File: src/rtl/aeolus_alu_pkg.sv
// Shared encodings and default widths for the Aeolus multi-cycle ALU.
package aeolus_alu_pkg;

    typedef enum logic [1:0] {
        IDLE = 2'd0,
        RUN  = 2'd1,
        DONE = 2'd2
    } state_e;

    localparam logic OP_MUL = 1'b0;
    localparam logic OP_DIV = 1'b1;

    localparam int DEF_INPUT_WIDTH  = 4;
    localparam int DEF_OUTPUT_WIDTH = 8;

endpackage

File: src/rtl/seq_mul_unit_reg.sv
// Plain register with synchronous active-high reset and load enable.
module ResetEnableDFF #(
    parameter int DATA_WIDTH = 8
) (
    input  logic                  clk_i,
    input  logic                  reset_i,
    input  logic                  en_i,
    input  logic [DATA_WIDTH-1:0] d_i,
    output logic [DATA_WIDTH-1:0] q_o
);

    always_ff @(posedge clk_i) begin
        if (reset_i) begin
            q_o <= '0;
        end else if (en_i) begin
            q_o <= d_i;
        end
    end

endmodule

File: src/rtl/seq_mul_unit.sv
// Shift-add multiplier with start/busy/done handshake between the A/B and O registers.
// Define DIVIDE_EN to add restoring division selected by op=1.
//
// state | meaning
// IDLE  | waiting for start; operands latched on the start edge
// RUN   | one shift-add (or shift-subtract) step per edge, INPUT_WIDTH edges
// DONE  | result register just loaded; done pulses for this cycle
module seq_mul_unit
    import aeolus_alu_pkg::*;
#(
    parameter int INPUT_WIDTH  = DEF_INPUT_WIDTH,
    parameter int OUTPUT_WIDTH = DEF_OUTPUT_WIDTH
) (
    input  logic                    clk,
    input  logic                    reset,
    input  logic                    start,
    input  logic                    op,
    input  logic [INPUT_WIDTH-1:0]  a_in,
    input  logic [INPUT_WIDTH-1:0]  b_in,
    output logic                    busy,
    output logic                    done,
    output logic [OUTPUT_WIDTH-1:0] result,
    output logic                    flag
);

    localparam int CNT_W = (INPUT_WIDTH > 1) ? $clog2(INPUT_WIDTH) : 1;

    generate
        if (OUTPUT_WIDTH != 2 * INPUT_WIDTH) begin : g_width_check
            $error("seq_mul_unit: OUTPUT_WIDTH must equal 2*INPUT_WIDTH");
        end
    endgenerate

    state_e                  state_q, state_d;
    logic [INPUT_WIDTH-1:0]  a_q, a_d;
    logic [INPUT_WIDTH-1:0]  sh_q, sh_d;
    logic [OUTPUT_WIDTH-1:0] acc_q, acc_d;
    logic [CNT_W-1:0]        cnt_q, cnt_d;
    logic [OUTPUT_WIDTH-1:0] res_d;
    logic                    load_res;

`ifdef DIVIDE_EN
    logic [INPUT_WIDTH-1:0] b_q, b_d;
    logic                   op_q, op_d;
    logic                   flag_q, flag_d;
    logic [INPUT_WIDTH:0]   rem_sh;
`else
    logic unused_op;
    assign unused_op = op;
`endif

    always_ff @(posedge clk) begin
        if (reset) begin
            state_q <= IDLE;
            a_q     <= '0;
            sh_q    <= '0;
            acc_q   <= '0;
            cnt_q   <= '0;
`ifdef DIVIDE_EN
            b_q     <= '0;
            op_q    <= OP_MUL;
            flag_q  <= 1'b0;
`endif
        end else begin
            state_q <= state_d;
            a_q     <= a_d;
            sh_q    <= sh_d;
            acc_q   <= acc_d;
            cnt_q   <= cnt_d;
`ifdef DIVIDE_EN
            b_q     <= b_d;
            op_q    <= op_d;
            flag_q  <= flag_d;
`endif
        end
    end

    // sh_q is the right-shifting multiplier, or for division the dividend
    // shifting left out of the MSB while quotient bits enter at the LSB.
    always_comb begin
        state_d  = state_q;
        a_d      = a_q;
        sh_d     = sh_q;
        acc_d    = acc_q;
        cnt_d    = cnt_q;
        res_d    = '0;
        load_res = 1'b0;
`ifdef DIVIDE_EN
        b_d      = b_q;
        op_d     = op_q;
        flag_d   = flag_q;
        rem_sh   = '0;
`endif
        case (state_q)
            IDLE: begin
                if (start) begin
                    a_d     = a_in;
                    sh_d    = b_in;
                    acc_d   = '0;
                    cnt_d   = '0;
`ifdef DIVIDE_EN
                    b_d     = b_in;
                    op_d    = op;
`endif
                    state_d = RUN;
                end
            end
            RUN: begin
                cnt_d = cnt_q + 1'b1;
`ifdef DIVIDE_EN
                if (op_q == OP_DIV) begin
                    rem_sh = {acc_q[INPUT_WIDTH-1:0], sh_q[INPUT_WIDTH-1]};
                    if (rem_sh >= {1'b0, b_q}) begin
                        acc_d = OUTPUT_WIDTH'(rem_sh - {1'b0, b_q});
                        sh_d  = {sh_q[INPUT_WIDTH-2:0], 1'b1};
                    end else begin
                        acc_d = OUTPUT_WIDTH'(rem_sh);
                        sh_d  = {sh_q[INPUT_WIDTH-2:0], 1'b0};
                    end
                end else begin
                    if (sh_q[0]) begin
                        acc_d = acc_q + (OUTPUT_WIDTH'(a_q) << cnt_q);
                    end
                    sh_d = sh_q >> 1;
                end
`else
                if (sh_q[0]) begin
                    acc_d = acc_q + (OUTPUT_WIDTH'(a_q) << cnt_q);
                end
                sh_d = sh_q >> 1;
`endif
                if (cnt_q == CNT_W'(INPUT_WIDTH - 1)) begin
                    load_res = 1'b1;
                    state_d  = DONE;
                    res_d    = acc_d;
`ifdef DIVIDE_EN
                    flag_d = 1'b0;
                    if (op_q == OP_DIV) begin
                        if (b_q == '0) begin
                            res_d  = {a_q, {INPUT_WIDTH{1'b1}}};
                            flag_d = 1'b1;
                        end else begin
                            res_d = {acc_d[INPUT_WIDTH-1:0], sh_d};
                        end
                    end
`endif
                end
            end
            DONE: begin
                state_d = IDLE;
            end
            default: begin
                state_d = IDLE;
            end
        endcase
    end

    ResetEnableDFF #(
        .DATA_WIDTH(OUTPUT_WIDTH)
    ) u_result_reg (
        .clk_i  (clk),
        .reset_i(reset),
        .en_i   (load_res),
        .d_i    (res_d),
        .q_o    (result)
    );

    assign busy = (state_q != IDLE);
    assign done = (state_q == DONE);

`ifdef DIVIDE_EN
    assign flag = flag_q;
`else
    assign flag = 1'b0;
`endif

endmodule

File: config.mk
export PLATFORM = sky130hd
export DESIGN_NAME = seq_mul_unit
export DESIGN_NICKNAME = d
export VERILOG_FILES = /design/src/rtl/aeolus_alu_pkg.sv /design/src/rtl/seq_mul_unit_reg.sv /design/src/rtl/seq_mul_unit.sv
export SDC_FILE = /design/constraint.sdc
export NUM_CORES = 1
export LEC_CHECK = 0
export CORE_MARGIN = 2
export CORE_UTILIZATION = 49
export DETAILED_ROUTE_END_ITERATION = 10
export GPL_TIMING_DRIVEN = 0
export PLACE_DENSITY = 0.76
export SLEW_MARGIN = 10
export SYNTH_ARGS = -nofsm -noshare
export SYNTH_HDL_FRONTEND = slang
export SYNTH_SLANG_ARGS = --single-unit
File: constraint.sdc
create_clock -name clk -period 2.2 [get_ports clk]
set_input_delay 0.44 -clock clk [delete_from_list [all_inputs] [get_ports clk]]
set_output_delay 0.44 -clock clk [all_outputs]
set_load 0.05 [all_outputs]
== Word level (Yosys, flattened, before mapping) ==
Index checks and enable logic that the tools add are counted.
Word-level totals
  input bits: 12
  register bits: 28
  output and inout bits: 11
  word-level logic and storage cells: 34
Cells by class
  reduce and logical (&&, ||, !) cells: 6
  shifts and indexed selects: 1
  multiplexer cells: 14
  add/subtract/negate cells: 2
  equality and inequality tests: 5
Operators by type and width (number)
  $mux W8: 4
  $pmux W8 S2: 1
  $add A8 B8 Y8: 1
  $pmux W2 S2: 2
  $pmux W4 S2: 1
  $shl A4 B2 Y8: 1
  $mux W2: 3
  $reduce_and A2 Y1: 3
  $eq A2 B2 Y1 const B: 2
  $mux W4: 1
  $ne A2 B2 Y1 const B: 2
  $reduce_bool A2 Y1: 2
  $add A2 B1 Y2 const B: 1
  $eq A2 B1 Y1 const B: 1
  $logic_not A2 Y1: 1
  $mux W1: 2

== Logic depth before layout (Yosys ltp) ==
Gate-level depths: netlist (run 1).
  depth in word-level cells: 5
  depth in mapped cells: 9
  depth with buffers taken out: 8

== Modules after synthesis ==
Synthesis (run 1) repeated with hierarchy kept, for this count alone.
Unflattened totals
  cells, all modules: 192
  area total of the unflattened synthesis: 1611.5 um^2
Modules (own cells, without submodules)
  seq_mul_unit: times used 1, area an instance 1326.3 um^2, cells each 166, seq. area each 400.4 um^2
  ResetEnableDFF: times used 1, area an instance 285.3 um^2, cells each 26, seq. area each 160.2 um^2

== Worst setup path after synthesis (run 1) ==
No wires, ideal clock.
  path kind: reg2reg
  start point: register cnt_q[1]
  end point: register u_result_reg.q_o[6]
  clock period less this slack: 2.359 ns
  setup slack: -0.159 ns
  library setup time: 0.134 ns
  data required time: 2.066 ns
  cell stages (with the launch flop): 10
  buffers on the path: 1
  arrival: 2.225 ns
  cells stage by stage: dfxtp_1 > clkbuf_1 > mux2_2 > nor2_1 > a21oi_1 > ha_1 > o21ai_0 > nor4b_2 > o41ai_2 > a211oi_2
Between the ends
  cells in the longest elaborated chain, start to end: 5
RTL lines
  start: declaration: line seq_mul_unit.sv:38  | logic [CNT_W-1:0] cnt_q, cnt_d;
  start signal: assignment: line seq_mul_unit.sv:69  | cnt_q <= cnt_d;
  $shl A4 B2 Y8: line seq_mul_unit.sv:128  | acc_d = acc_q + (OUTPUT_WIDTH'(a_q) << cnt_q);
  $add A8 B8 Y8: line seq_mul_unit.sv:128
  $mux W8: line seq_mul_unit.sv:127  | if (sh_q[0]) begin
  $mux W8: line seq_mul_unit.sv:132  | if (cnt_q == CNT_W'(INPUT_WIDTH - 1)) begin
  $mux W8: line seq_mul_unit.sv:94  | case (state_q)
  end signal: assignment: line seq_mul_unit_reg.sv:16  | q_o <= d_i;
  end: declaration: line seq_mul_unit_reg.sv:9  | output logic [DATA_WIDTH-1:0] q_o
Parallel ways exist; a longest one is shown, timed or not.
A chain may end at the register's enable or synchronous reset.

== Final worst setup path (run 1) ==
Ends and elaborated chain as after synthesis.

==> impl_metrics.tcl, run 1 <==
set metrics [dict create \
    cp_slowest_cell "dfxtp_4" \
    yosysTopAreaCellShare 0.344 \
    clkPwrFrac 0.264 \
    postCtsHoldBufs 0 \
    p_int_mw 0.713 \
    power_frac_comb 0.202 \
    top_layer "met4" \
    post_drt_wl_per_cell_um 14.7 \
    critPathKind "register to register" \
    setup_viol 0 \
    dieHeight_um 61.6 \
    route.met3.wl_um 155 \
    clock_path_buffers 2 \
    clk_pin_slew_ps 150 \
    outcome "completed" \
    cp_num_buf_inv 1 \
    cp_cell_sequence "mux2_4 -> nor2_2 -> a21oi_1 -> ha_1 -> buf_4 -> o21ai_2 -> nor4b_2 -> o41ai_2 -> a211oi_2" \
    fillers 289 \
    worst_hold_path_type "register to register" \
    slew_violations 0 \
    cts_tree "yes" \
    skew_ps 10.7 \
    viasPerCell 5.74 \
    mostFrequentLayoutCells "28 x nand2_1, 26 x dfxtp_1, 25 x nor2_1" \
    dieArea_sq_um 3800 \
    drt-pass1-iter-count 4 \
    rsz0062_at_grt "true" \
    synth_top_family_by_area "compound AO/OA/AOI/OAI gates" \
    critical-path-max-stage-delay_ps 420 \
    dp_hpwl_um 2850 \
    worstSetupEndpointType "register" \
    syn-num-nets 218 \
    nets 252 \
    drt-met1-wl_um 1840 \
    syn_area_sq_um 1630 \
    initial_core_util 0.525 \
    seqPwrFrac 0.534 \
    leakage_nw 0.832 \
    synth_xor_xnor_area_share 0.0161 \
    io_pins 23 \
    ys_seq_elements 28 \
    synth_fa_ha_area_frac 0.0738 \
    start_kind "register" \
    async_reset_ff_frac 0 \
    synth_flop_cell "dfxtp_1" \
    postSynthCellCount 197 \
    yosysSeqAreaShare 0.344 \
    hold_violations 0 \
    synth.avg_cell_area_sq_um 8.26 \
    grt_max_degree 16 \
    antenna_found_initial 0 \
    yosys-top-cells-area "dfxtp_1 34%, nand2_1 6.5%, ha_1 6.1%" \
    synth_warnings 0 \
    drt-total-wl_um 4030 \
    yosys.cell_types.count 45 \
    max_slew_margin 0.623 \
    first_global_vias 1450 \
    power.density_nw_per_um2 489 \
    num_rows 20 \
    post-route-period-util 0.999 \
    drc_errors 0 \
    initialDrtViolationCount 50 \
    track_usage 0.226 \
    grt-ovfl-total 0 \
    grt_pass1_wl_um 6390 \
    required_ps 2430 \
    antenna_cells 0 \
    final_antenna_net_count 0 \
    power_mw 1.01 \
    layout_min_cycle_time_ps 2200 \
    cp.arrival_ps 2420 \
    clock-root-buffer "clkbuf_4" \
    routed-wl-met2_um 1970 \
    drv_cap 0 \
    fp.dieW_um 61.6 \
    max_freq_ghz 0.455 \
    port_buffers 20 \
    synth_mux_area_frac 0.0538 \
    synth_compound_area_frac 0.243 \
    p_sw_frac 0.294 \
    drive_gt1_frac 0.191 \
    yosys.area.top_type "dfxtp_1" \
    num_vias 1574 \
    cts_sinks 28 \
    worstMarginPinSlew_ps 565 \
    path_max_fanout 6 \
    clk_latency_ps 350 \
    cpLargestDelayFamily "compound AO/OA/AOI/OAI gates" \
    synth_simple_gate_area_frac 0.229 \
    core_area_sq_um 3100 \
    peakVddDrop_mv 0.360 \
    layout_commonest_cell "nand2_1" \
    cts_made_buffers 3 \
    h-tree-depth 1 \
    synth_edf_count 0 \
    fin_util 0.666 \
    p_switching_mw 0.296 \
    routabilityCongestion 0.878 \
    areaGrowthSynthToFinish_pct 27.0 \
]
[kinds of logic after synthesis]
group / count (synthesis)
XOR/XNOR: 3
flip-flops: 28
adder cells (fa/ha/maj): 9
AND/OR/NAND/NOR: 79
multiplexers: 8
AO/OA/AOI/OAI: 55
buffers and inverters: 14
other: 1
[cell usage after synthesis (3+ instances only)]
master and n:
inv_1 3, nor2_1 26, a21oi_1 19, nor2b_1 3, mux2i_1 5, clkbuf_1 3, buf_2 4, a21o_1 3
dfxtp_1 28, nand3_1 5, a211oi_2 3, nand2b_1 4, a211oi_1 8, ha_1 8, a311oi_1 3, nand2_1 28
o21ai_0 4, nor3b_1 3, buf_1 3
[routing by layer]
metal	vias up	global-route usage
met5	-	0
met4	0	0.0821
met1	754	0.274
met3	9	0.0294
met2	42	0.406
li1	769	-
[final timing paths]
check | from | endpoint | slack [ps] | cells after the start
worst max-delay path | cnt_q[1]$_SDFFE_PP0P_ | u_result_reg.q_o[6]$_SDFFE_PP0P_ | 3 | 9
worst min-delay path | u_result_reg.q_o[2]$_SDFFE_PP0P_ | u_result_reg.q_o[2]$_SDFFE_PP0P_ | 460 | 2
worst max register to register | cnt_q[1]$_SDFFE_PP0P_ | u_result_reg.q_o[6]$_SDFFE_PP0P_ | 3 | 9
worst min register to register | u_result_reg.q_o[2]$_SDFFE_PP0P_ | u_result_reg.q_o[2]$_SDFFE_PP0P_ | 460 | 2
[worst reg2reg max path, stage by stage (launching register included)]
cell	delay [ps]
dfxtp_4	420
mux2_4	320
nor2_2	80
a21oi_1	60
ha_1	340
buf_4	150
o21ai_2	170
nor4b_2	80
o41ai_2	350
a211oi_2	110
[power by group through the flow]
stage / Sequential (mW) / Combinational, mW / Clock (mW)
final: 0.539 / 0.204 / 0.266
after global routing: 0.542 / 0.221 / 0.291
after CTS: 0.538 / 0.186 / 0.267
after detailed placement: 0.549 / 0.173 / 0
after global placement: 0.549 / 0.166 / 0
after floorplan: 0.547 / 0.119 / 0
[registers in the layout (all words and copies together) (netlist names)]
name / cells
acc_q: 8
u_result_reg.q_o: 8
a_q: 4
sh_q: 4
cnt_q: 2
state_q: 2
[area by class of cell]
cell class	instances	area [sq um]	area share
multi-input combinational	155	1060	0.515
sequential	28	566	0.274
timing repair buffer	30	280	0.136
tap	44	55.1	0.0266
buffer	10	53.8	0.0260
clock buffer	4	36.3	0.0176
inverter	3	11.3	0.00545
[timing repair]
| item | in CTS | in global routing |
|---|---|---|
| endpoints found under the setup margin | 7 | 6 |
| resized for setup | 8 | 11 |
| buffers inserted | 6 | 4 |
| pin swaps | 7 | 11 |
[stage by stage]
stage / TNS, ps / cell area, sq um / setup slack, ps / instances / hold slack (ps)
2_1_floorplan: 0 / 1640 / 17.0 / 197 / 448
3_3_place_gp: -266 / 1900 / -176 / 261 / 442
3_5_place_dp: -551 / 1900 / -228 / 261 / 446
4_1_cts: 0 / 1990 / 13.3 / 270 / 466
5_1_grt: -296 / 2070 / -81.4 / 274 / 487
6_report: 0 / 2070 / 3.21 / 274 / 463
Power figures use the tool's default switching activity.
==> run 2: changes to the inputs <==
--- a/config.mk
+++ b/config.mk
@@ -10,6 +10,7 @@
 export DETAILED_ROUTE_END_ITERATION = 10
 export GPL_TIMING_DRIVEN = 0
 export PLACE_DENSITY = 0.76
+export RECOVER_POWER = 25
 export SLEW_MARGIN = 10
 export SYNTH_ARGS = -nofsm -noshare
 export SYNTH_HDL_FRONTEND = slang
==> run 2 against run 1 <==
Register-to-register slack about the same. Clock power down 2%. Setup slack worse by 1.5 ps. Die area did not move. Utilization about the same. Sequential power barely moved. First-iteration DRC count up 6.0%. Worst hold slack about the same. Global-route usage stayed put. Cell count unchanged. Total power decreased by 0.75%. Via count is 0.51% higher. Critical endpoint unchanged. Largest power group unchanged. Highest routed layer unchanged.
==> impl_metrics.tcl, run 2 (synthesized netlist as in run 1, its figures left out) <==
set metrics [dict create \
    outcome "completed" \
    routabilityCongestion 0.878 \
    post-route-period-util 0.999 \
    worstSetupEndpointType "register" \
    areaGrowthSynthToFinish_pct 26.9 \
    r2r_start "cnt_q[1]$_SDFFE_PP0P_" \
    cp_slowest_cell "dfxtp_4" \
    start_kind "register" \
    r2r_cells 9 \
    drt-total-wl_um 4010 \
    track_usage 0.226 \
    final_antenna_net_count 0 \
    antenna_cells 0 \
    crit_path_end "u_result_reg.q_o[6]$_SDFFE_PP0P_" \
    rsz0062_at_grt "true" \
    seqPwrFrac 0.538 \
    worst_hold_path_type "register to register" \
    cts_sinks 28 \
    top_layer "met4" \
    dieArea_sq_um 3800 \
    h-tree-depth 1 \
    fp.dieW_um 61.6 \
    first_global_vias 1450 \
    critPathKind "register to register" \
    reg2reg_to "u_result_reg.q_o[6]$_SDFFE_PP0P_" \
    setup_ws_ps 1.72 \
    post_drt_wl_per_cell_um 14.6 \
    grt_max_degree 16 \
    clk_pin_slew_ps 150 \
    ff2ff_setup_slack_ps 2 \
    p_switching_mw 0.290 \
    route.met3.wl_um 201 \
    peakVddDrop_mv 0.351 \
    p_sw_frac 0.289 \
    drc_errors 0 \
    layout_commonest_cell "nand2_1" \
    p_int_mw 0.712 \
    antenna_found_initial 0 \
    clock_path_buffers 2 \
    routed-wl-met2_um 1960 \
    clk_latency_ps 340 \
    io_pins 23 \
    largestRegisters "acc_q (8), u_result_reg.q_o (8)" \
    leakage_nw 0.829 \
    viasPerCell 5.77 \
    power.density_nw_per_um2 485 \
    skew_ps 3.75 \
    mostFrequentLayoutCells "28 x nand2_1, 26 x dfxtp_1, 25 x nor2_1" \
    postCtsHoldBufs 0 \
    cts_made_buffers 3 \
    power_mw 1.00 \
    cp.arrival_ps 2430 \
    drt-met1-wl_um 1770 \
    grt_pass1_wl_um 6390 \
    clock-root-buffer "clkbuf_4" \
    layout_min_cycle_time_ps 2200 \
    dieHeight_um 61.6 \
    power_frac_comb 0.202 \
    critical-path-max-stage-delay_ps 420 \
    clkPwrFrac 0.259 \
    setup_viol 0 \
    initial_core_util 0.525 \
    fin_util 0.666 \
    slew_violations 0 \
    num_rows 20 \
    initialDrtViolationCount 53 \
    dp_hpwl_um 2850 \
    worstMarginPinSlew_ps 552 \
    max_freq_ghz 0.455 \
    cts_tree "yes" \
    startpoint "cnt_q[1]$_SDFFE_PP0P_" \
    max_slew_margin 0.632 \
    place_ws_ps -228 \
    path_max_fanout 6 \
    cp_cell_sequence "mux2_4 -> nor2_2 -> a21oi_1 -> ha_1 -> buf_4 -> o21ai_2 -> nor4b_2 -> o41ai_2 -> a211oi_2" \
    core_area_sq_um 3100 \
    hold_violations 0 \
    drv_cap 0 \
    drive_gt1_frac 0.187 \
    port_buffers 20 \
    grt-ovfl-total 0 \
    required_ps 2430 \
    num_vias 1582 \
    drt-pass1-iter-count 4 \
    nets 252 \
]
## run 2: how the worst min path moves through the flow
stage                     slack, ps  cells after the start                        startpoint                          endpoint
after floorplan                 450                      2              sh_q[3]$_SDFFE_PP0P_              sh_q[3]$_SDFFE_PP0P_
after global placement          440                      2  u_result_reg.q_o[2]$_SDFFE_PP0P_  u_result_reg.q_o[2]$_SDFFE_PP0P_
after detailed placement        450                      2  u_result_reg.q_o[2]$_SDFFE_PP0P_  u_result_reg.q_o[2]$_SDFFE_PP0P_
after CTS                       470                      2  u_result_reg.q_o[2]$_SDFFE_PP0P_  u_result_reg.q_o[2]$_SDFFE_PP0P_
after global routing            490                      2  u_result_reg.q_o[2]$_SDFFE_PP0P_  u_result_reg.q_o[2]$_SDFFE_PP0P_
final                           460                      2  u_result_reg.q_o[2]$_SDFFE_PP0P_  u_result_reg.q_o[2]$_SDFFE_PP0P_
## run 2: cell type report
cell class,instances,area (sq um)
repair buffers,30,280
multi-input cells,155,1060
fillers,290,1040
well taps,44,55.1
inverters,3,11.3
flip-flops and latches,28,566
clock buffers,4,36.3
plain buffers,10,52.6
## run 2: timing repair
item / 4_1_cts / 5_1_grt
setup endpoints to repair: 7 / 6
resized for setup: 8 / 11
pin swaps: 7 / 11
buffers inserted: 6 / 4
## run 2: power groups by stage
stage	clock [mW]	combinational, mW	sequential [mW]
after CTS	0.267	0.186	0.538
after floorplan	0	0.119	0.547
final	0.260	0.203	0.539
after global routing	0.291	0.220	0.542
after detailed placement	0	0.173	0.549
after global placement	0	0.166	0.549
## run 2: critical path, delay by kind of cell, from the launching register on
family | cells | cell delay, ps
AOI/OAI and AO/OA | 4 | 690
adders and majority gates | 1 | 340
buffers and inverters | 1 | 150
DFF | 1 | 420
muxes | 1 | 320
and+or+nand+nor | 2 | 150
## run 2: per-layer routing
layer,global-route usage,vias up
li1,-,769
met1,0.274,746
met2,0.406,56
met3,0.0294,11
met4,0.0821,0
met5,0,-
## run 2: per-stage QoR
| step | cell area [sq um] | cells | setup TNS (ps) | hold WS, ps |
|---|---|---|---|---|
| global route | 2070 | 274 | -296 | 487 |
| CTS | 1990 | 270 | 0 | 466 |
| global placement | 1900 | 261 | -266 | 442 |
| finish | 2070 | 274 | 0 | 463 |
| detailed placement | 1900 | 261 | -551 | 446 |
| floorplan | 1640 | 197 | 0 | 448 |
